==> config.mk <==
export PLATFORM = sky130hd
export DESIGN_NAME = div32x16_signed_seq_flat
export DESIGN_NICKNAME = d
export VERILOG_FILES = /design/src/rtl/div_pkg.sv /design/src/rtl/div32x16_signed_seq_if.sv /design/src/rtl/div_sign_mag.sv /design/src/rtl/div32x16_signed_seq.sv /design/src/flat_wrapper.sv
export SDC_FILE = /design/constraint.sdc
export NUM_CORES = 1
export LEC_CHECK = 0
export CAP_MARGIN = 20
export CORE_ASPECT_RATIO = 0.5
export CORE_MARGIN = 3
export CORE_UTILIZATION = 50
export DETAILED_ROUTE_END_ITERATION = 10
export GPL_TIMING_DRIVEN = 0
export PLACE_DENSITY = 0.72
export SLEW_MARGIN = 25
export SYNTH_ARGS = -nofsm -noshare
export SYNTH_HDL_FRONTEND = slang
export SYNTH_SLANG_ARGS = --single-unit
==> constraint.sdc <==
create_clock -name clk -period 4.36 [get_ports clk]
set_input_delay 0.654 -clock clk [delete_from_list [all_inputs] [get_ports clk]]
set_output_delay 0.654 -clock clk [all_outputs]
set_load 0.005 [all_outputs]
==> src/rtl/div_pkg.sv <==
// Shared types and width helpers for the sequential signed divider.
// Provides the FSM state encoding, default widths and saturation constants.
package div_pkg;

  localparam int DEF_DIVIDEND_W = 32;
  localparam int DEF_DIVISOR_W  = 16;

  typedef enum logic [1:0] {
    IDLE = 2'd0,
    CALC = 2'd1,
    FIX  = 2'd2,
    DONE = 2'd3
  } state_e;

  // Largest positive two's-complement value of width w (w <= 64).
  function automatic logic [63:0] max_pos(input int w);
    return (64'd1 << (w - 1)) - 64'd1;
  endfunction

  // Most negative two's-complement value of width w (w <= 64).
  function automatic logic [63:0] min_neg(input int w);
    return 64'd1 << (w - 1);
  endfunction

endpackage

==> src/rtl/div32x16_signed_seq_if.sv <==
// Operand/result bundle of the sequential divider with valid/ready on both sides.
// master = producer/consumer side, slave = divider side.
interface div32x16_signed_seq_if
  import div_pkg::*;
#(
  parameter int DIVIDEND_W = DEF_DIVIDEND_W,
  parameter int DIVISOR_W  = DEF_DIVISOR_W
);

  logic                  in_valid;
  logic                  in_ready;
  logic [DIVIDEND_W-1:0] dividend;
  logic [DIVISOR_W-1:0]  divisor;
  logic                  out_valid;
  logic                  out_ready;
  logic [DIVIDEND_W-1:0] quotient;
  logic [DIVISOR_W-1:0]  remainder;
  logic                  div_by_zero;
  logic                  overflow;

  modport master (
    output in_valid, dividend, divisor, out_ready,
    input  in_ready, out_valid, quotient, remainder, div_by_zero, overflow
  );

  modport slave (
    input  in_valid, dividend, divisor, out_ready,
    output in_ready, out_valid, quotient, remainder, div_by_zero, overflow
  );

endinterface

==> src/rtl/div_sign_mag.sv <==
// Combinational two's-complement conditional negate, used both as abs() on
// operands and as sign fix-up on results; a pass-through when SIGNED=0.
module div_sign_mag #(
  parameter int W      = 16,
  parameter bit SIGNED = 1'b1
) (
  input  logic [W-1:0] val,
  input  logic         neg,
  output logic [W-1:0] res
);

  assign res = (SIGNED && neg) ? (~val + W'(1)) : val;

endmodule

==> src/rtl/div32x16_signed_seq.sv <==
// Radix-2 restoring divider, one quotient bit per enabled cycle; result valid DIVIDEND_W+2 edges after accept.
// in_ready only in IDLE, result held until out_ready; ce=0 freezes everything. Saturation via `DIV_SAT_EN.
module div32x16_signed_seq
  import div_pkg::*;
#(
  parameter int DIVIDEND_W = DEF_DIVIDEND_W,
  parameter int DIVISOR_W  = DEF_DIVISOR_W,
  parameter bit SIGNED     = 1'b1
) (
  input logic                  clk,
  input logic                  rst_n,
  input logic                  ce,
  div32x16_signed_seq_if.slave bus
);

  localparam int CW = (DIVIDEND_W > 1) ? $clog2(DIVIDEND_W) : 1;

  localparam logic [1:0] S_IDLE = 2'(IDLE);
  localparam logic [1:0] S_CALC = 2'(CALC);
  localparam logic [1:0] S_FIX  = 2'(FIX);
  localparam logic [1:0] S_DONE = 2'(DONE);

  localparam logic [DIVIDEND_W-1:0] D_MIN = DIVIDEND_W'(min_neg(DIVIDEND_W));
`ifdef DIV_SAT_EN
  localparam logic [DIVIDEND_W-1:0] Q_MAX = DIVIDEND_W'(max_pos(DIVIDEND_W));
`endif

  logic [1:0]            state;
  logic [CW-1:0]         cnt;
  logic [DIVIDEND_W-1:0] dd_mag;
  logic [DIVIDEND_W-1:0] quo;
  logic [DIVISOR_W-1:0]  dv_mag;
  logic [DIVISOR_W-1:0]  dd_lo;
  logic [DIVISOR_W:0]    part;
  logic                  q_neg;
  logic                  r_neg;
  logic                  dbz;
  logic                  ovf;

  logic [DIVIDEND_W-1:0] quotient_q;
  logic [DIVISOR_W-1:0]  remainder_q;
  logic                  dbz_q;
  logic                  ovf_q;
  logic                  out_valid_q;

  logic                  dd_sign;
  logic                  dv_sign;
  logic                  dv_zero;
  logic [DIVIDEND_W-1:0] dd_abs;
  logic [DIVISOR_W-1:0]  dv_abs;
  logic [DIVIDEND_W-1:0] q_fix;
  logic [DIVISOR_W-1:0]  r_fix;
  logic [DIVISOR_W+1:0]  shifted;
  logic [DIVISOR_W+1:0]  trial;
  logic                  q_bit;

  assign dd_sign = SIGNED && bus.dividend[DIVIDEND_W-1];
  assign dv_sign = SIGNED && bus.divisor[DIVISOR_W-1];
  assign dv_zero = (bus.divisor == '0);

  div_sign_mag #(.W(DIVIDEND_W), .SIGNED(SIGNED)) u_dd_abs (
    .val (bus.dividend),
    .neg (dd_sign),
    .res (dd_abs)
  );

  div_sign_mag #(.W(DIVISOR_W), .SIGNED(SIGNED)) u_dv_abs (
    .val (bus.divisor),
    .neg (dv_sign),
    .res (dv_abs)
  );

  div_sign_mag #(.W(DIVIDEND_W), .SIGNED(SIGNED)) u_q_fix (
    .val (quo),
    .neg (q_neg),
    .res (q_fix)
  );

  div_sign_mag #(.W(DIVISOR_W), .SIGNED(SIGNED)) u_r_fix (
    .val (part[DIVISOR_W-1:0]),
    .neg (r_neg),
    .res (r_fix)
  );

  // Partial remainder stays below the divisor magnitude, so one extra bit
  // of headroom makes the trial difference's MSB a valid borrow flag.
  assign shifted = {part, dd_mag[DIVIDEND_W-1]};
  assign trial   = shifted - {2'b00, dv_mag};
  assign q_bit   = ~trial[DIVISOR_W+1];

  always_ff @(posedge clk or negedge rst_n) begin
    if (!rst_n) begin
      state       <= S_IDLE;
      cnt         <= '0;
      dd_mag      <= '0;
      quo         <= '0;
      dv_mag      <= '0;
      dd_lo       <= '0;
      part        <= '0;
      q_neg       <= 1'b0;
      r_neg       <= 1'b0;
      dbz         <= 1'b0;
      ovf         <= 1'b0;
      quotient_q  <= '0;
      remainder_q <= '0;
      dbz_q       <= 1'b0;
      ovf_q       <= 1'b0;
      out_valid_q <= 1'b0;
    end else if (ce) begin
      case (state)
        S_IDLE: begin
          if (bus.in_valid) begin
            dd_mag <= dd_abs;
            dv_mag <= dv_abs;
            dd_lo  <= bus.dividend[DIVISOR_W-1:0];
            q_neg  <= dd_sign ^ dv_sign;
            r_neg  <= dd_sign;
            part   <= '0;
            quo    <= '0;
            cnt    <= CW'(DIVIDEND_W - 1);
            dbz    <= dv_zero;
            ovf    <= SIGNED && (bus.dividend == D_MIN) && (bus.divisor == '1);
            state  <= dv_zero ? S_FIX : S_CALC;
          end
        end
        S_CALC: begin
          part   <= q_bit ? trial[DIVISOR_W:0] : shifted[DIVISOR_W:0];
          quo    <= {quo[DIVIDEND_W-2:0], q_bit};
          dd_mag <= {dd_mag[DIVIDEND_W-2:0], 1'b0};
          if (cnt == '0) begin
            state <= S_FIX;
          end else begin
            cnt <= cnt - CW'(1);
          end
        end
        S_FIX: begin
          dbz_q <= dbz;
          ovf_q <= ovf;
          if (dbz) begin
`ifdef DIV_SAT_EN
            quotient_q  <= SIGNED ? (r_neg ? D_MIN : Q_MAX) : '1;
            remainder_q <= '0;
`else
            quotient_q  <= '1;
            remainder_q <= dd_lo;
`endif
          end else begin
`ifdef DIV_SAT_EN
            quotient_q  <= ovf ? Q_MAX : q_fix;
`else
            quotient_q  <= q_fix;
`endif
            remainder_q <= r_fix;
          end
          state <= S_DONE;
        end
        S_DONE: begin
          // Results land first; valid rises a cycle later onto a settled bus.
          if (!out_valid_q) begin
            out_valid_q <= 1'b1;
          end else if (bus.out_ready) begin
            out_valid_q <= 1'b0;
            state       <= S_IDLE;
          end
        end
        default: state <= S_IDLE;
      endcase
    end
  end

  assign bus.in_ready    = (state == S_IDLE);
  assign bus.out_valid   = out_valid_q;
  assign bus.quotient    = quotient_q;
  assign bus.remainder   = remainder_q;
  assign bus.div_by_zero = dbz_q;
  assign bus.overflow    = ovf_q;

endmodule

==> src/flat_wrapper.sv <==
// flat-port wrapper written by rule: the top's interface ports become plain ports
module div32x16_signed_seq_flat import div_pkg::*;
#(
  parameter int DIVIDEND_W = DEF_DIVIDEND_W,
  parameter int DIVISOR_W  = DEF_DIVISOR_W,
  parameter bit SIGNED     = 1'b1
)
  (clk, rst_n, ce, bus_in_valid, bus_dividend, bus_divisor, bus_out_ready, bus_in_ready, bus_out_valid, bus_quotient, bus_remainder, bus_div_by_zero, bus_overflow);
  div32x16_signed_seq_if #(.DIVIDEND_W(DIVIDEND_W), .DIVISOR_W(DIVISOR_W)) bus_i ();
  input logic clk;
  input logic rst_n;
  input logic ce;
  input wire logic [$bits(bus_i.in_valid)-1:0] bus_in_valid;
  input wire logic [$bits(bus_i.dividend)-1:0] bus_dividend;
  input wire logic [$bits(bus_i.divisor)-1:0] bus_divisor;
  input wire logic [$bits(bus_i.out_ready)-1:0] bus_out_ready;
  output wire logic [$bits(bus_i.in_ready)-1:0] bus_in_ready;
  output wire logic [$bits(bus_i.out_valid)-1:0] bus_out_valid;
  output wire logic [$bits(bus_i.quotient)-1:0] bus_quotient;
  output wire logic [$bits(bus_i.remainder)-1:0] bus_remainder;
  output wire logic [$bits(bus_i.div_by_zero)-1:0] bus_div_by_zero;
  output wire logic [$bits(bus_i.overflow)-1:0] bus_overflow;
  assign bus_i.in_valid = bus_in_valid;
  assign bus_i.dividend = bus_dividend;
  assign bus_i.divisor = bus_divisor;
  assign bus_i.out_ready = bus_out_ready;
  assign bus_in_ready = bus_i.in_ready;
  assign bus_out_valid = bus_i.out_valid;
  assign bus_quotient = bus_i.quotient;
  assign bus_remainder = bus_i.remainder;
  assign bus_div_by_zero = bus_i.div_by_zero;
  assign bus_overflow = bus_i.overflow;
  div32x16_signed_seq #(.DIVIDEND_W(DIVIDEND_W), .DIVISOR_W(DIVISOR_W), .SIGNED(SIGNED)) u_core (.clk(clk), .rst_n(rst_n), .ce(ce), .bus(bus_i));
endmodule
-- Yosys cells after proc, flatten, opt, wreduce, memory -nomap -nowiden
Cells that the tools add are included.
Widths: inputs -> output; s select.
- flip-flop bits (word level): 175
- input port bits: 53
- output and inout bits: 52
- add/sub/neg operators: 6
- equal/unequal tests: 10
- multiplexer cells: 24
- bitwise gates (word level): 6
- reduce and logical (&&, ||, !) cells: 11
- operator list (operator ; count):
    $mux 32 ; 5
    $pmux 32 s2 ; 2
    $add 32x1->32 const B ; 2
    $not 32->32 ; 2
    $mux 16 ; 3
    $mux 17 ; 2
    $pmux 17 s2 ; 1
    $add 16x1->16 const B ; 2
    $eq 32x32->1 const B ; 1
    $not 16->16 ; 2
    $sub 18x16->18 ; 1
    $eq 16x16->1 const B ; 1
    $logic_not 16->1 ; 1
    $mux 2 ; 5
    $mux 5 ; 2
    $pmux 5 s2 ; 1
    $pmux 2 s4 ; 1
    $ne 2x2->1 const B ; 3
    $reduce_and 3->1 ; 2
    $logic_not 5->1 ; 1
    $reduce_and 5->1 ; 1
    $sub 5x1->5 const B ; 1
    $eq 2x2->1 const B ; 2
    $ne 2x1->1 const B ; 2
    other kinds (9) ; 11

-- Logic depth before layout (Yosys ltp)
- word-level depth: 5
- gate-level depth with buffers: 12

-- By module
From an unflattened synthesis, not the netlist that was laid out.
- cells, all modules: 1162
- area total of the unflattened synthesis: 10697.8 um2
- by module, submodules not included (module ; times used ; cells each ; area an instance (um2) ; seq. area each (um2)):
    div32x16_signed_seq ; 1 ; 870 ; 8478.1 ; 4379.2
    div_sign_mag at u_core.u_dd_abs ... ; 2 ; 99 ; 777.0 ; 0.0
    div_sign_mag at u_core.u_dv_abs ... ; 2 ; 47 ; 332.8 ; 0.0

-- Least setup slack after synthesis
OpenSTA, ideal clock, no wires.
- kind: input -> register
- start: input bus_dividend[22]
- end: register u_core.dd_mag[31]
- setup time: 82 ps
- data arrival time: 2790 ps
- required time: 4278 ps
- slack: 1488 ps
- cell stages on the path: 7
- path buffers: 0
- cells stage by stage: or4_4 -> or4_4 -> or4_4 -> nor3_1 -> nand3b_1 -> or3_1 -> a31oi_1
- cells in the longest elaborated chain, start to end: 5
- ends and longest elaborated chain (what ; RTL line ; source):
    start, declared ; flat_wrapper.sv:14 ; input wire logic [$bits(bus_i.dividend)-1:0] bus_dividend;
    $not 32->32 ; div_sign_mag.sv:12 ; assign res = (SIGNED && neg) ? (~val + W'(1)) : val;
    $add 32x1->32 ; div_sign_mag.sv:12 ;
    $mux 32 ; div_sign_mag.sv:12 ;
    $mux 32 ; div32x16_signed_seq.sv:112 ; if (bus.in_valid) begin
    $pmux 32 s2 ; div32x16_signed_seq.sv:110 ; case (state)
    end signal, assigned ; div32x16_signed_seq.sv:113 ; dd_mag <= dd_abs;
    end signal, assigned ; div32x16_signed_seq.sv:129 ; dd_mag <= {dd_mag[DIVIDEND_W-2:0], 1'b0};
    end, declared ; div32x16_signed_seq.sv:30 ; logic [DIVIDEND_W-1:0] dd_mag;
No other way between the ends. The select of a mux whose other input is x is not followed.
A chain may end at the register's enable or synchronous reset.

-- Worst setup path in the final report
- start: register u_core.part[5]
- end: register u_core.part[1]
- cells in the longest elaborated chain, start to end: 3
- ends and longest elaborated chain (what ; RTL line ; source):
    start, declared ; div32x16_signed_seq.sv:34 ; logic [DIVISOR_W:0] part;
    start signal, assigned ; div32x16_signed_seq.sv:127 ; part <= q_bit ? trial[DIVISOR_W:0] : shifted[DIVISOR_W:0];
    $sub 18x16->18 ; div32x16_signed_seq.sv:88 ; assign trial = shifted - {2'b00, dv_mag};
    $mux 17 ; div32x16_signed_seq.sv:127 ;
    $pmux 17 s2 ; div32x16_signed_seq.sv:110 ;
No other way between the ends.

==> impl.org <==
** Die
- Die Height :: 105 microns
- In this run the standard cell core region covers 0.0188 sq mm.
- Placement row count :: 35
- Die outline area :: 0.0215 sq mm
- The floorplan step set the die width to 204 microns.
- Top-level port count :: 105
- Starting density of the core :: 0.522

** Clocking
- The number of hold buffers added after CTS was 0.
- Number of cells upsized or downsized after cts :: 0
- For the worst-skew pair, the clock arrives at the later sink with an insertion delay of 0.44 ns.
- The H-tree was split into 4 levels.
- Counting every sink on the clock net gives 175.
- Clock transition time at the flip-flop clock pins of the worst setup and hold paths :: 0.07 ns
- Clock tree synthesis selected as its root buffer the cell clkbuf_16.
- No sink is reached through more buffers than the 2 on the longest clock path.
- Buffers inserted during clock tree synthesis total 17.
- Post-CTS Setup Repair Bufs :: 0
- TritonCTS built the clock tree.

** Synth
- Multiplexer share of the synthesized area :: 0.0471
- For this run, the register share of the synthesized area comes to 0.446.
- By count the netlist is led by dfrtp_1 (175), nand2_1 (156), o21ai_0 (116), nor2_1 (81), xor2_1 (71).
- Ranking of synthesized cells by area :: dfrtp_1 (45%), xor2_1 (6.3%), nand2_1 (6.0%), o21ai_0 (5.9%), ha_1 (3.4%)
- Post-synthesis adder-cell area fraction :: 0.0364
- Combinational family with the most area after synthesis :: compound AO/OA/AOI/OAI gates
- In this run, synthesis inferred 0 flip-flops with an integrated enable.
- The share of synthesized area in the top cell type comes to 0.446.
- Mean area per synthesized cell :: 9.10 sq um
- The synthesized design spends more area on one cell type than any other, namely dfrtp_1.
- Combined area of all synthesized cells :: 0.00982 sq mm
- Gate count of the mapped netlist :: 1079
- After synthesis the netlist holds a flip-flop and latch count of 175.
- Area fraction in compound gates after synthesis :: 0.185
- The number of nets handed over by synthesis was 1160.
- Async set-or-reset flop fraction in the synthesized netlist :: 1.00
- Dominant register cell in the synthesized netlist :: dfrtp_1
- Count leader, synth :: dfrtp_1
- Of the total synthesized cell area, the portion taken by AND, OR, NAND and NOR gates is 0.160.
- For this run, the number of Yosys warnings is 0.
- Of the total synthesized cell area, the portion taken by XOR and XNOR cells is 0.0892.
- Number of unique standard cell types used by synthesis :: 55

** Critical path
- Critical path buffer and inverter count :: 2
- Arrival @ worst endpoint :: 3.61 ns
- The worst setup path is launched from a flip-flop.
- The number of cells on the worst reg-to-reg path is 10.
- The worst setup path is of the reg -> reg kind.
- Family with the most delay on the worst path :: compound AO/OA/AOI/OAI gates
- The startpoint identified for the worst register-to-register timing path is u_core.part[5].
- Largest stage delay, worst path :: 0.51 ns
- WP data required :: 4.65 ns
- Cells along the critical path :: ha_1, clkbuf_1, a21oi_1, o21ai_0, a21oi_1, o221ai_1, nor2_2, buf_2, mux2i_1, o22ai_1
- Maximum net fanout on the critical path :: 10
- By instance count, the cell type seen most on the critical path is a21oi_1.
- The worst setup path is captured at a flip-flop.
- The largest individual stage delay along the critical path comes from the cell nor2_2.
- Worst r2r dst :: u_core.part[1]
- Worst reg2reg setup slack :: 1.04 ns

** Global route
- Met2 demand-to-capacity share in global routing :: 0.417
- Initial antenna violation count :: 0
- met2 is the most crowded layer.
- Via count of the first global-routing pass :: 8334
- The total overflow left after global routing is 0.
- Grt met3 use :: 0.0442
- Entering global routing, the biggest net connects 96 pins.
- GR Util met1 :: 0.340
- The first global-routing pass estimated 43.0 mm of wire.
- In the global route stage, overall resource usage came out at 0.249.

** Min path
- The tightest min-delay check is of the in -> async type.

** Place
- Detailed Place HPWL :: 19.4 mm
- Post-placement setup slack :: 0.831 ns
- Routability-driven placement finished with a final weighted congestion of 0.910.
- Port buffering added 103 buffers.
- Post-Place Cell Area :: 0.0112 sq mm

** Power and ir drop
- The worst-case IR drop observed on VDD is 0.317 mV.
- For this design the static power due to leakage is 5.22 nW.
- Overall power consumption after layout is estimated at 8.78 mW.
- Dividing total power by cell area gives a power density of 742 mW/mm^2.

** Finish
- Of the cells placed in the final design, the portion with a size suffix greater than 1 is 0.0568.
- Compared with the post-synthesis result, the final layout area differs by 20.4%.
- 0 antenna diodes ended up in the layout.
- # nets final :: 1283
- The finished cells cover 0.0118 sq mm.

** Detailed routing
- Once detail routing completed, the nets flagged for antenna violations numbered 0.
- The first detailed-routing pass took 6 iterations.
- Routed length per placed instance :: 17.8 microns
- DRC violation count after routing :: 0
- The routed design has 26.2 mm of wire.
- The routed layout has 8477 vias.
- DR iter-0 viols :: 619
- Using the TritonRoute via totals, the vias-per-cell ratio works out to 5.75.

** Timing
- Count of pins over their slew limit :: 0
- Final-layout worst hold slack :: 0.193 ns
- Final critical path time including I/O delays and setup :: 3.32 ns
- RSZ-0062 raised after global routing :: no
- The worst pin sits at a relative slew slack of 0.463.
- Final critical-path share of the clock period :: 0.761
- Static timing analysis puts the maximum clock frequency at 301 MHz.
- Final number of hold-violating endpoints :: 0
- Setup violations remaining at the end of the flow were counted as 0.
- At the pin with the least slew margin, the transition time is 0.799 ns.
- The worst path meets setup with 1.04 ns of slack.
- Post-Route Skew :: 0.0118 ns
- Setup total negative slack on the finished layout was measured at 0 ns.

** Status
- Outcome :: complete, no violations

** Job
- Across the run, the number of max-cap violations was 0.
## metrics by stage
step / util / cells
after global placement: 0.594 / 1441
after global routing: 0.628 / 1474
after floorplan: - / 1079
final: 0.628 / 1474
after CTS: 0.628 / 1474
after detailed placement: 0.595 / 1442
## placed cells by master, fill, tap and decap left out, types with 3 or more instances in the layout
master,n
mux2i_1,26
o41ai_1,12
buf_1,5
mux2_2,18
nand2_1,156
nor4_1,6
a21oi_1,67
dfrtp_1,175
a211o_1,3
nor2_1,81
clkbuf_16,17
a22o_1,26
or2_2,5
inv_8,4
and2_1,3
inv_1,36
clkdlybuf4s50_1,102
clkinvlp_4,3
a211oi_1,3
ha_1,27
nand3_1,29
clkbuf_1,53
or4_1,11
nand3b_1,3
xnor2_1,29
o211ai_1,10
or4_4,6
or3_1,13
nand4_1,7
a21o_1,6
clkinv_8,3
nor2b_1,5
nor3_1,8
o21ai_0,116
o31ai_1,24
a31oi_1,8
xor2_1,71
## area by class of cell
class                      count  area (sq um)
multi-input combinational    808          5080
fill                        1605          7010
clock buffer                  18           439
sequential                   175          4380
clock inverter                14           173
buffer                        59           223
inverter                      37           139
tap                          259           324
timing repair buffer         104          1060
## layer usage
layer,vias up,wire length (microns)
li1,4052,-
met1,4151,11900
met2,254,12700
met3,20,1460
met4,0,184
met5,-,0
## state kept, by name, summed over array words and instances, names as in the netlist
register and count:
u_core.bus.overflow 1, u_core.bus.quotient 32, u_core.part 17, u_core.bus.out_valid 1, u_core.dbz 1, u_core.ovf 1
u_core.dv_mag 16, u_core.dd_mag 32, u_core.bus.remainder 16, u_core.q_neg 1, u_core.bus.div_by_zero 1, u_core.cnt 5
u_core.dd_lo 16, u_core.quo 32, u_core.r_neg 1, u_core.state 2
## power by group
group / internal (mW) / switching, mW
clock network: 0.836 / 0.737
logic: 1.99 / 2.55
registers: 2.23 / 0.434
total: 5.06 / 3.72
## worst register-to-register path, delay by kind of cell (launching register included)
kind	cells	cell delay, ns
AOI/OAI and AO/OA	5	1.07
adders and majority gates	1	0.32
buffers and inverters	2	0.59
DFF	1	0.47
muxes	1	0.22
and+or+nand+nor	1	0.51
## kinds of logic (layout without fill, tap and decap cells)
kind of cell / count (synthesis) / in the layout
AO/OA/AOI/OAI: 293 / 293
flip-flops: 175 / 175
adder cells (fa/ha/maj): 28 / 28
buffers and inverters: 96 / 232
XOR/XNOR: 100 / 100
AND/OR/NAND/NOR: 343 / 343
multiplexers: 44 / 44
## worst max-delay path by stage
stage	end	startpoint	depth (start not counted)	slack, ns
floorplan	u_core.dd_mag[31]	bus_dividend[22]	7	1.49
global placement	u_core.dv_mag[3]	rst_n	1	-4.39
detailed placement	u_core.dd_mag[24]	bus_dividend[0]	10	0.83
CTS	u_core.part[1]	u_core.part[0]	9	1.13
global route	u_core.part[15]	u_core.part[5]	10	0.81
finish	u_core.part[1]	u_core.part[5]	10	1.04
Power figures use the tool's default switching activity.
